### src/rtl/d_redu.sv
// Pipelined reduction of a 48-bit unsigned value modulo q = 2^23 - 2^13 + 1.
// Optional output register stage enabled by D_REDU_OUT_REG_EN (latency 3, else 2).
module d_redu (
    input  logic        clk,
    input  logic        rst,
    input  logic        in_valid,
    input  logic [47:0] data_in,
    output logic        out_valid,
    output logic [22:0] result
);

    localparam int unsigned RW  = 23;
    localparam int unsigned X1W = 40;
    localparam int unsigned X2W = 31;
    localparam int unsigned X3W = 26;
    localparam int unsigned DW  = X3W + 1;

    localparam logic [DW-1:0] Q1 = DW'(8380417);
    localparam logic [DW-1:0] Q2 = DW'(2 * 8380417);
    localparam logic [DW-1:0] Q3 = DW'(3 * 8380417);

    // Stage A: fold the 25 high bits using 2^23 == 2^13 - 1 (mod q).
    // H<<13 >= H always, so every fold stays non-negative without an offset.
    logic [24:0]     h_a;
    logic [RW-1:0]   l_a;
    logic [X1W-1:0]  x1_d, x1_q;
    logic            v1_d, v1_q;

    always_comb begin
        h_a  = data_in[47:23];
        l_a  = data_in[22:0];
        x1_d = X1W'(l_a) + (X1W'(h_a) << 13) - X1W'(h_a);
        v1_d = in_valid;
    end

    // Stage B: two more folds bring x1 (< 2^39) below 2^23 + 2^21 < 4q.
    logic [16:0]     h_b1;
    logic [X2W-1:0]  x2_c;
    logic [7:0]      h_b2;
    logic [X3W-1:0]  x3_d, x3_q;
    logic            v2_d, v2_q;

    always_comb begin
        h_b1 = x1_q[39:23];
        x2_c = X2W'(x1_q[22:0]) + (X2W'(h_b1) << 13) - X2W'(h_b1);
        h_b2 = x2_c[30:23];
        x3_d = X3W'(x2_c[22:0]) + (X3W'(h_b2) << 13) - X3W'(h_b2);
        v2_d = v1_q;
    end

    // Final stage: pick the smallest non-negative of x, x-q, x-2q, x-3q.
    logic [DW-1:0] d0_c, d1_c, d2_c, d3_c;
    logic [RW-1:0] red_c;

    always_comb begin
        d0_c  = DW'(x3_q);
        d1_c  = d0_c - Q1;
        d2_c  = d0_c - Q2;
        d3_c  = d0_c - Q3;
        red_c = d0_c[RW-1:0];
        if (!d3_c[DW-1]) begin
            red_c = d3_c[RW-1:0];
        end else if (!d2_c[DW-1]) begin
            red_c = d2_c[RW-1:0];
        end else if (!d1_c[DW-1]) begin
            red_c = d1_c[RW-1:0];
        end
    end

    logic [RW-1:0] result_d, result_q;
    logic          out_valid_d, out_valid_q;

`ifdef D_REDU_OUT_REG_EN
    logic [RW-1:0] fin_d, fin_q;
    logic          fin_v_d, fin_v_q;

    always_comb begin
        fin_d       = fin_q;
        fin_v_d     = v2_q;
        if (v2_q) begin
            fin_d = red_c;
        end
        result_d    = result_q;
        out_valid_d = fin_v_q;
        if (fin_v_q) begin
            result_d = fin_q;
        end
    end

    always_ff @(posedge clk) begin
        if (rst) begin
            fin_q   <= '0;
            fin_v_q <= 1'b0;
        end else begin
            fin_q   <= fin_d;
            fin_v_q <= fin_v_d;
        end
    end
`else
    always_comb begin
        result_d    = result_q;
        out_valid_d = v2_q;
        if (v2_q) begin
            result_d = red_c;
        end
    end
`endif

    always_ff @(posedge clk) begin
        if (rst) begin
            x1_q        <= '0;
            v1_q        <= 1'b0;
            x3_q        <= '0;
            v2_q        <= 1'b0;
            result_q    <= '0;
            out_valid_q <= 1'b0;
        end else begin
            x1_q        <= x1_d;
            v1_q        <= v1_d;
            x3_q        <= x3_d;
            v2_q        <= v2_d;
            result_q    <= result_d;
            out_valid_q <= out_valid_d;
        end
    end

    assign result    = result_q;
    assign out_valid = out_valid_q;

endmodule

### config.mk
export PLATFORM = sky130hd
export DESIGN_NAME = d_redu
export DESIGN_NICKNAME = d
export VERILOG_FILES = /design/src/rtl/d_redu.sv
export SDC_FILE = /design/constraint.sdc
export NUM_CORES = 1
export LEC_CHECK = 0
export ABC_CLOCK_PERIOD_IN_PS = 6000
export CORE_ASPECT_RATIO = 0.8
export CORE_MARGIN = 2
export CORE_UTILIZATION = 35
export DETAILED_ROUTE_END_ITERATION = 8
export GPL_TIMING_DRIVEN = 0
export MAX_ROUTING_LAYER = met4
export PLACE_DENSITY = 0.59
export SYNTH_ARGS = -nofsm -noshare
export SYNTH_HDL_FRONTEND = slang
export SYNTH_SLANG_ARGS = --single-unit
### constraint.sdc
create_clock -name clk -period 6 [get_ports clk]
set_clock_uncertainty 0.1 [all_clocks]
set_input_delay 0.9 -clock clk [delete_from_list [all_inputs] [get_ports clk]]
set_output_delay 0.9 -clock clk [all_outputs]
set_load 0.03 [all_outputs]
* Yosys cells after proc, flatten, opt, wreduce, memory -nomap -nowiden
Index checks and enable logic that the tools add are counted.
Operators by class: add/subtract/negate cells 9, mux-type cells 3
Operator list (count):
- 2-to-1 mux 23 bit | 3
- subtractor 39 x 25 -> 40 bit | 1
- adder 23 x 38 -> 39 bit | 1
- adder 23 x 30 -> 31 bit | 1
- subtractor 31 x 17 -> 31 bit | 1
- subtractor 26 x 23 -> 27 bit (second input constant) | 1
- subtractor 26 x 24 -> 27 bit (second input constant) | 1
- subtractor 26 x 25 -> 27 bit (second input constant) | 1
- subtractor 24 x 8 -> 25 bit | 1
- adder 23 x 21 -> 24 bit | 1
Storage, ports and cells: input port bits 51, register bits after elaboration 92, logic and storage cells 18

* Longest topological paths before layout
Gate-level depths: netlist of the first run.
depth after elaboration 4, gate-level depth with buffers 26, mapped depth without buffers 26

* Worst setup path after synthesis of the first run
OpenSTA, ideal clock, no wires.
path kind reg-to-reg, from register x1_q[29], to register x3_q[15], path slack 0.970 ns, cell stages (with the launch flop) 24, path buffers 0, required time 5.769 ns, arrival time 4.799 ns, setup time 0.131 ns, cell sequence dfxtp_1 > inv_1 > ha_1 > ha_1 > and2_1 > or4_1 > o21ai_1 > a211oi_1 > o21ai_0 > nand2b_1 > a31oi_1 > xnor2_1 > ha_1 > inv_1 > ha_1 > fa_1 > a211o_1 > a211oi_1 > o221ai_1 > o21ai_0 > a21boi_0 > o21ai_0 > nand3_1 > nor3b_1
On the way: word-level cells in the longest chain between the ends 4
RTL lines:
- start, declared | RTL line 26 | logic [X1W-1:0] x1_d, x1_q;
- start signal, assigned | RTL line 111 | x1_q <= '0;
- start signal, assigned | RTL line 118 | x1_q <= x1_d;
- adder 23 x 30 -> 31 bit | RTL line 45 | x2_c = X2W'(x1_q[22:0]) + (X2W'(h_b1) << 13) - X2W'(h_b1);
- subtractor 31 x 17 -> 31 bit (*) | RTL line 45
- adder 23 x 21 -> 24 bit | RTL line 47 | x3_d = X3W'(x2_c[22:0]) + (X3W'(h_b2) << 13) - X3W'(h_b2);
- subtractor 24 x 8 -> 25 bit (*) | RTL line 47
- end signal, assigned | RTL line 113 | x3_q <= '0;
- end signal, assigned | RTL line 120 | x3_q <= x3_d;
- end, declared | RTL line 40 | logic [X3W-1:0] x3_d, x3_q;
Every way passes the cells marked *; elsewhere a longest branch is shown, timed or not. A chain may end at the register's enable or synchronous reset.

* Final worst setup path of the first run
from register x1_q[29], to register x3_q[23]
Same word-level chain as after synthesis.

==> results of run 1 <==
layout make-up:
class                           instances  area [um2]
Tap cell                              357         447
Clock inverter                          6        53.8
Buffer                                 42         196
Clock buffer                           10         239
Multi-Input combinational cell        943        6970
Inverter                              141         529
Timing Repair Buffer                   78         771
Sequential cell                        91        1820
Fill cell                            2771       15400
worst reg2reg max path: stages, from the launching register on:
cell       delay (ps)
dfxtp_1           300
inv_1             200
ha_1              290
ha_1              370
and2_1            210
or4_1             450
o21ai_2           240
a211oi_2          150
o21ai_1           250
nand2b_1          100
a31oi_2           280
xnor2_1           160
ha_1              160
inv_1              40
ha_1              200
fa_1              440
a211o_1           330
a211oi_1          290
o221ai_2          220
o2111ai_2         260
nor2b_2           220
o21ai_0           110
xnor2_1           170
nor2_1             80
layout by cell type, fill, tap and decap left out, types with 15 or more instances in the layout:
cell	instances
nand3_1	29
o21ai_0	52
a21o_1	51
dfxtp_1	91
inv_1	141
ha_1	133
nor2b_1	20
xnor2_1	57
clkdlybuf4s50_1	74
nand4_1	15
nand2b_1	15
nor3_1	22
a21oi_1	86
clkbuf_1	33
fa_1	17
a211oi_1	33
nor2_1	121
nand2_1	73
xor2_1	34
cells by family (layout without fill, tap and decap cells):
family	Yosys count	in the layout	synth area share (%)
fa+ha+maj	150	150	21.2
simple gates	358	358	18.4
buf+inv	184	277	7.72
flops	91	91	19.3
mux	13	13	1.43
xor+xnor	93	93	8.62
compound gates	329	329	23.3
worst max path at each step:
stage,start,endpoint,depth (start not counted)
after global placement,x1_q[24],x3_q[23],22
after CTS,x1_q[29],x3_q[23],23
after detailed placement,x1_q[24],x3_q[20],22
final,x1_q[29],x3_q[23],23
after global routing,x1_q[25],x3_q[15],22
after floorplan,x1_q[29],x3_q[15],23
sequential cells by signal, indices dropped and copies added, names as in the netlist:
| register | cells |
|---|---|
| result | 23 |
| x1_q | 40 |
| out_valid | 1 |
| x3_q | 25 |
| v1_q | 1 |
| out_valid_d | 1 |
metrics by stage:
| step | area [um2] | utilization, % | hold WS [ps] | setup TNS (ps) |
|---|---|---|---|---|
| after global routing | 11000 | 41.8 | 379 | -5.48 |
| after detailed placement | 10600 | 40.3 | 332 | -678 |
| after global placement | 10600 | 40.3 | 318 | -709 |
| after CTS | 11000 | 41.5 | 349 | 0 |
| final | 11000 | 41.8 | 350 | 0 |
| after floorplan | 9450 | - | 314 | 0 |
layer usage:
metal	track usage, %	wire, um	share of wire (%)
met1	29.3	14400	55
met2	29.2	10700	41
met3	2.55	1110	4.2
met4	2.36	168	0.64
met5	-	0	0
power groups by stage:
stage          clock network [uW]  registers, uW  logic (uW)
4_1_cts                       587            880        5440
5_1_grt                       604            899        6310
3_5_place_dp                    0            893        5370
6_report                      569            881        5570
3_3_place_gp                    0            893        5330
2_1_floorplan                   0            881        4290
timing repair:
action | in CTS | in global routing
buffers inserted | 0 | 4
hold buffers | 0 | 0
gates cloned | 0 | 0
resized for setup | 4 | 12
pin swaps | 0 | 1
hold endpoints to repair | 0 | 0
setup endpoints to repair | 7 | 13
==> impl_metrics.csv, run 1 <==
group,metric,value,unit
power_and_ir_drop,netSwitchingFraction,50.7,%
global_routing,gr-usage-all-layers,19.8,%
min_path,worstHoldStart,"v1_q",
layout,drive_above_1_share,4.88,%
cts,htree_levels,3,
logic_synthesis,yosys_warnings,0,
layout,nNetsFinal,1507,
floorplanning,rows,53,
routing,wl_per_cell,15.8,um
global_routing,gr-total-overflow,0,
layout,area_delta_synth_final,16.7,%
timing,fmax,0.175,GHz
cts,cts_buffers,9,
power_and_ir_drop,comb_power_share,79.3,%
power_and_ir_drop,p_int,3460,uW
setup_path,crit_path_max_fanout,6,
setup_path,cp-start-kind,"register",
setup_path,path_class,"reg -> reg",
min_path,whs_endpoint,"out_valid_d",
logic_synthesis,ys_types,70,
logic_synthesis,synth-seq-cells,91,
floorplanning,coreArea,26400,um2
routing,ant_nets,0,
setup_path,timing.critical_path.max_delay_family,"compound AO/OA/AOI/OAI gates",
setup_path,r2r_setup_slack,270,ps
logic_synthesis,netlist_instances,1218,
logic_synthesis,synth_top_cell_by_area,"dfxtp_1",
cts,cts-root-buf,"clkbuf_16",
setup_path,timing.rr.start,"x1_q[29]",
logic_synthesis,yosysSeqAreaShare,19.3,%
cts,cts_buffer_depth,2,
floorplanning,die_x,188,um
setup_path,crit_top_cell,"ha_1",
routing,drc_errors,0,
placement,dp_hpwl,21.8,mm
setup_path,worstPathCellList,"inv_1 > ha_1 > ha_1 > and2_1 > or4_1 > o21ai_2 > a211oi_2 > o21ai_1 > nand2b_1 > a31oi_2 > xnor2_1 > ha_1 > inv_1 > ha_1 > fa_1 > a211o_1 > a211oi_1 > o221ai_2 > o2111ai_2 > nor2b_2 > o21ai_0 > xnor2_1 > nor2_1",
cts,clkSinkCount,91,
layout,n_antenna_cell,0,
run_status,status,"complete, no violations",
placement,gp_congestion,0.912,
placement,place_inst,1649,
setup_path,cpPeakStageDelay,450,ps
cts,cts_tree,"done",
floorplanning,die_h,151,um
logic_synthesis,avgSynthCellArea,7.76,um2
power_and_ir_drop,power,7020,uW
setup_path,required,6130,ps
power_and_ir_drop,p_per_area,637,nW/um2
setup_path,worst_path_max_delay_cell,"or4_1",
logic_synthesis,synthFlopType,"dfxtp_1",
timing,finalSetupViolations,0,
routing,initialDrtViolationCount,540,
routing,routed_wl,26.4,mm
setup_path,crit_buf_inv,2,
logic_synthesis,yosysMostFrequentCell,"inv_1",
timing,hold_violations,0,
timing,slew_headroom,27.4,%
global_routing,grt_antenna_before_repair,0,
floorplanning,ios,75,
floorplanning,start_util,35.8,%
floorplanning,dieArea,28300,um2
timing,post-route-period-util,95.4,%
job,drv_cap,0,
timing,worstMarginPinSlew,1060,ps
logic_synthesis,netlist_area,9450,um2
cts,clkLatencyLatePin,360,ps
logic_synthesis,synth_top_area_share,19.3,%
layout,fin_cells,1668,
logic_synthesis,postSynth.asyncResetShare,0,%
placement,portBuffers,74,
logic_synthesis,synth_common_cells,"141 x inv_1, 133 x ha_1, 121 x nor2_1, 91 x dfxtp_1, 89 x a21oi_1",
min_path,hold_path.class,"reg -> reg",
placement,preCtsSetupSlack,-158,ps
routing,via_per_inst,5.20,
timing,rsz0062_at_grt,"true",
power_and_ir_drop,ir_drop,0.000475,V
timing,min_period,5730,ps
logic_synthesis,syn_nets,1419,
setup_path,cp-end-kind,"register",
power_and_ir_drop,switching_power,3560,uW
timing,final_max_slew_viol_count,0,
logic_synthesis,synth_edf_count,0,
routing,vias,8680,
setup_path,arrival,5850,ps
power_and_ir_drop,seqPwrFrac,12.6,%
setup_path,ff2ff_path_depth,23,
global_routing,grt_pass1_wl,43.1,mm
routing,drtPass1Iterations,5,
min_path,holdPathStages,1,
logic_synthesis,synth_area_leaders,"dfxtp_1 19%, ha_1 18%, inv_1 5.6%",
cts,cts.clk_slew.worst_paths,80,ps
timing,setup_ws,274,ps
global_routing,grt_pass1_vias,8177,
power_and_ir_drop,pwr-share-clk,8.1,%
setup_path,r2r_end,"x3_q[23]",
global_routing,grt_max_degree,18,
power_and_ir_drop,power.leakage,0.00497,uW
(Power assumes the default switching activity.)
==> inputs of run 2 (changes only) <==
- ABC_CLOCK_PERIOD_IN_PS: 6000 -> 6600
- RECOVER_POWER: not set -> 25
- clock period: 6 -> 6.6 ns (I/O delays scaled with it)
==> run 2 against run 1 <==
Total power decreased by 11%. Die area unchanged. Critical endpoint unchanged. Critical path depth unchanged. Sequential power decreased by 9.2%. Via count about the same.
==> impl_metrics.csv, run 2 (same netlist as run 1, synthesis figures left out) <==
group,metric,value,unit
setup_path,crit_buf_inv,2,
timing,slew_headroom,32.2,%
placement,dp_hpwl,21.8,mm
layout,n_antenna_cell,0,
min_path,hold_path.class,"reg -> reg",
setup_path,cpPeakStageDelay,440,ps
layout,final_common_cell,"inv_1",
routing,wl_per_cell,15.8,um
routing,ant_nets,0,
routing,initialDrtViolationCount,588,
cts,cts.clk_slew.worst_paths,80,ps
placement,preCtsSetupSlack,442,ps
cts,htree_levels,3,
setup_path,cp-end-kind,"register",
layout,area_delta_synth_final,15.7,%
min_path,whs_endpoint,"out_valid_d",
setup_path,crit_top_cell,"ha_1",
placement,place_inst,1649,
setup_path,arrival,6280,ps
layout,nNetsFinal,1504,
placement,portBuffers,74,
setup_path,timing.critical_path.max_delay_family,"compound AO/OA/AOI/OAI gates",
global_routing,grt_use_met3,2.55,%
cts,cts-root-buf,"clkbuf_16",
cts,ctsHoldBuffers,0,
layout,fin_cells,1665,
setup_path,path_class,"reg -> reg",
routing,vias,8685,
layout,largest_register_ffs,40,
timing,final_max_slew_viol_count,0,
routing,via_per_inst,5.22,
global_routing,use_met2,29.1,%
global_routing,grt_max_degree,18,
timing,min_period,6150,ps
cts,cts_tree,"done",
global_routing,grt_antenna_before_repair,0,
cts,cts_buffers,9,
power_and_ir_drop,power.leakage,0.00502,uW
floorplanning,coreArea,26400,um2
setup_path,worst_path_max_delay_cell,"or4_1",
routing,drtPass1Iterations,5,
layout,drive_above_1_share,3.59,%
min_path,worstHoldStart,"v1_q",
layout,top_register,"x1_q",
timing,rsz0062_at_grt,"false",
power_and_ir_drop,p_per_area,573,nW/um2
min_path,holdPathStages,1,
placement,gp_congestion,0.912,
cts,cts_buffer_depth,2,
global_routing,top_usage_layer,"met1",
power_and_ir_drop,ir_drop,0.000393,V
timing,fmax,0.163,GHz
routing,routed_wl,26.3,mm
floorplanning,dieArea,28300,um2
power_and_ir_drop,power,6270,uW
timing,hold_violations,0,
setup_path,r2r_setup_slack,450,ps
global_routing,gr-total-overflow,0,
setup_path,crit_path_max_fanout,6,
timing,setup_ws,450,ps
setup_path,r2r_end,"x3_q[23]",
timing,finalSetupViolations,0,
floorplanning,die_x,188,um
layout,layout.cells.most_common_list,"141 x inv_1, 133 x ha_1, 121 x nor2_1",
setup_path,required,6730,ps
routing,drc_errors,0,
run_status,status,"complete, no violations",
floorplanning,die_h,151,um
cts,clkSinkCount,91,
job,drv_cap,0,
timing,fin_setup_tns,0,ps
setup_path,ff2ff_path_depth,23,
timing,worstMarginPinSlew,991,ps
global_routing,grt_pass1_vias,8165,
global_routing,grt_pass1_wl,43.1,mm
timing,post-route-period-util,93.2,%
global_routing,grt_use_met1,29.3,%
floorplanning,rows,53,
floorplanning,ios,75,
setup_path,worstPathCellList,"inv_1 > ha_1 > ha_1 > and2_1 > or4_1 > o21ai_1 > a211oi_1 > o21ai_0 > nand2b_1 > a31oi_1 > xnor2_1 > ha_1 > inv_1 > ha_1 > fa_1 > a211o_1 > a211oi_1 > o221ai_1 > o2111ai_1 > nor2b_1 > o21ai_0 > xnor2_1 > nor2_1",
floorplanning,start_util,35.8,%
global_routing,gr-usage-all-layers,19.7,%
setup_path,timing.rr.start,"x1_q[29]",
cts,clkLatencyLatePin,360,ps
setup_path,cp-start-kind,"register",
[run 2: changes by cell type in the layout (fill, tap and decap cells not counted), moves of 3 or more]
cell and delta:
a21oi_2 -3, a21oi_1 +3, dlygate4sd3_1 +26, clkdlybuf4s50_1 -26
buf_4 -4
[run 2: stage by stage]
| step | cell area [um2] | hold slack, ps | util, % |
|---|---|---|---|
| 2_1_floorplan | 9450 | 314 | - |
| 3_3_place_gp | 10600 | 318 | 40.3 |
| 3_5_place_dp | 10600 | 332 | 40.3 |
| 4_1_cts | 10900 | 349 | 41.4 |
| 5_1_grt | 10900 | 379 | 41.4 |
| 6_report | 10900 | 344 | 41.4 |
[run 2: worst register-to-register path: cells and delay by family (launching register included)]
kind                     cells  cell delay [ps]
flip-flops                   1              300
adder cells (fa/ha/maj)      5             1460
AND/OR/NAND/NOR              5             1080
buffers and inverters        2              230
AO/OA/AOI/OAI                9             2530
XOR/XNOR                     2              340
[run 2: cell type report]
cell class,instances,area (um2)
fill,2771,15500
multi-input combinational,943,6900
sequential,91,1820
timing repair buffer,74,741
inverter,141,529
tap,357,447
clock buffer,10,239
buffer,43,200
clock inverter,6,53.8
[run 2: repair_timing]
item,CTS,global route
resized for setup,0,1
setup endpoints to repair,0,7
setup buffers,0,0
[run 2: worst max path at each step]
stage / startpoint / end / cells after the start
floorplan: x1_q[29] / x3_q[15] / 23
global placement: x1_q[24] / x3_q[23] / 22
detailed placement: x1_q[24] / x3_q[20] / 22
CTS: x1_q[24] / x3_q[20] / 22
global route: x1_q[24] / x3_q[15] / 22
finish: x1_q[29] / x3_q[23] / 23
[run 2: routing by layer]
layer  vias to the layer above  part of all wire (%)  wire length [um]
met3                        15                   4.6              1200
met2                       177                    40             10600
met5                         -                     0                 0
li1                       4447                     -                 -
met1                      4046                    54             14300
met4                         0                  0.70               184
[run 2: where the power goes]
part	switching [uW]	leakage, uW	internal, uW
Sequential	97.2	0.000754	703
Combinational	2840	0.00412	2110
Clock	245	0.000142	273
==> inputs of run 3 (changes only) <==
- CTS_CLUSTER_DIAMETER: not set -> 40
==> results of run 3 <==
The final DEF is identical to that of run 2; final timing and power are the same.
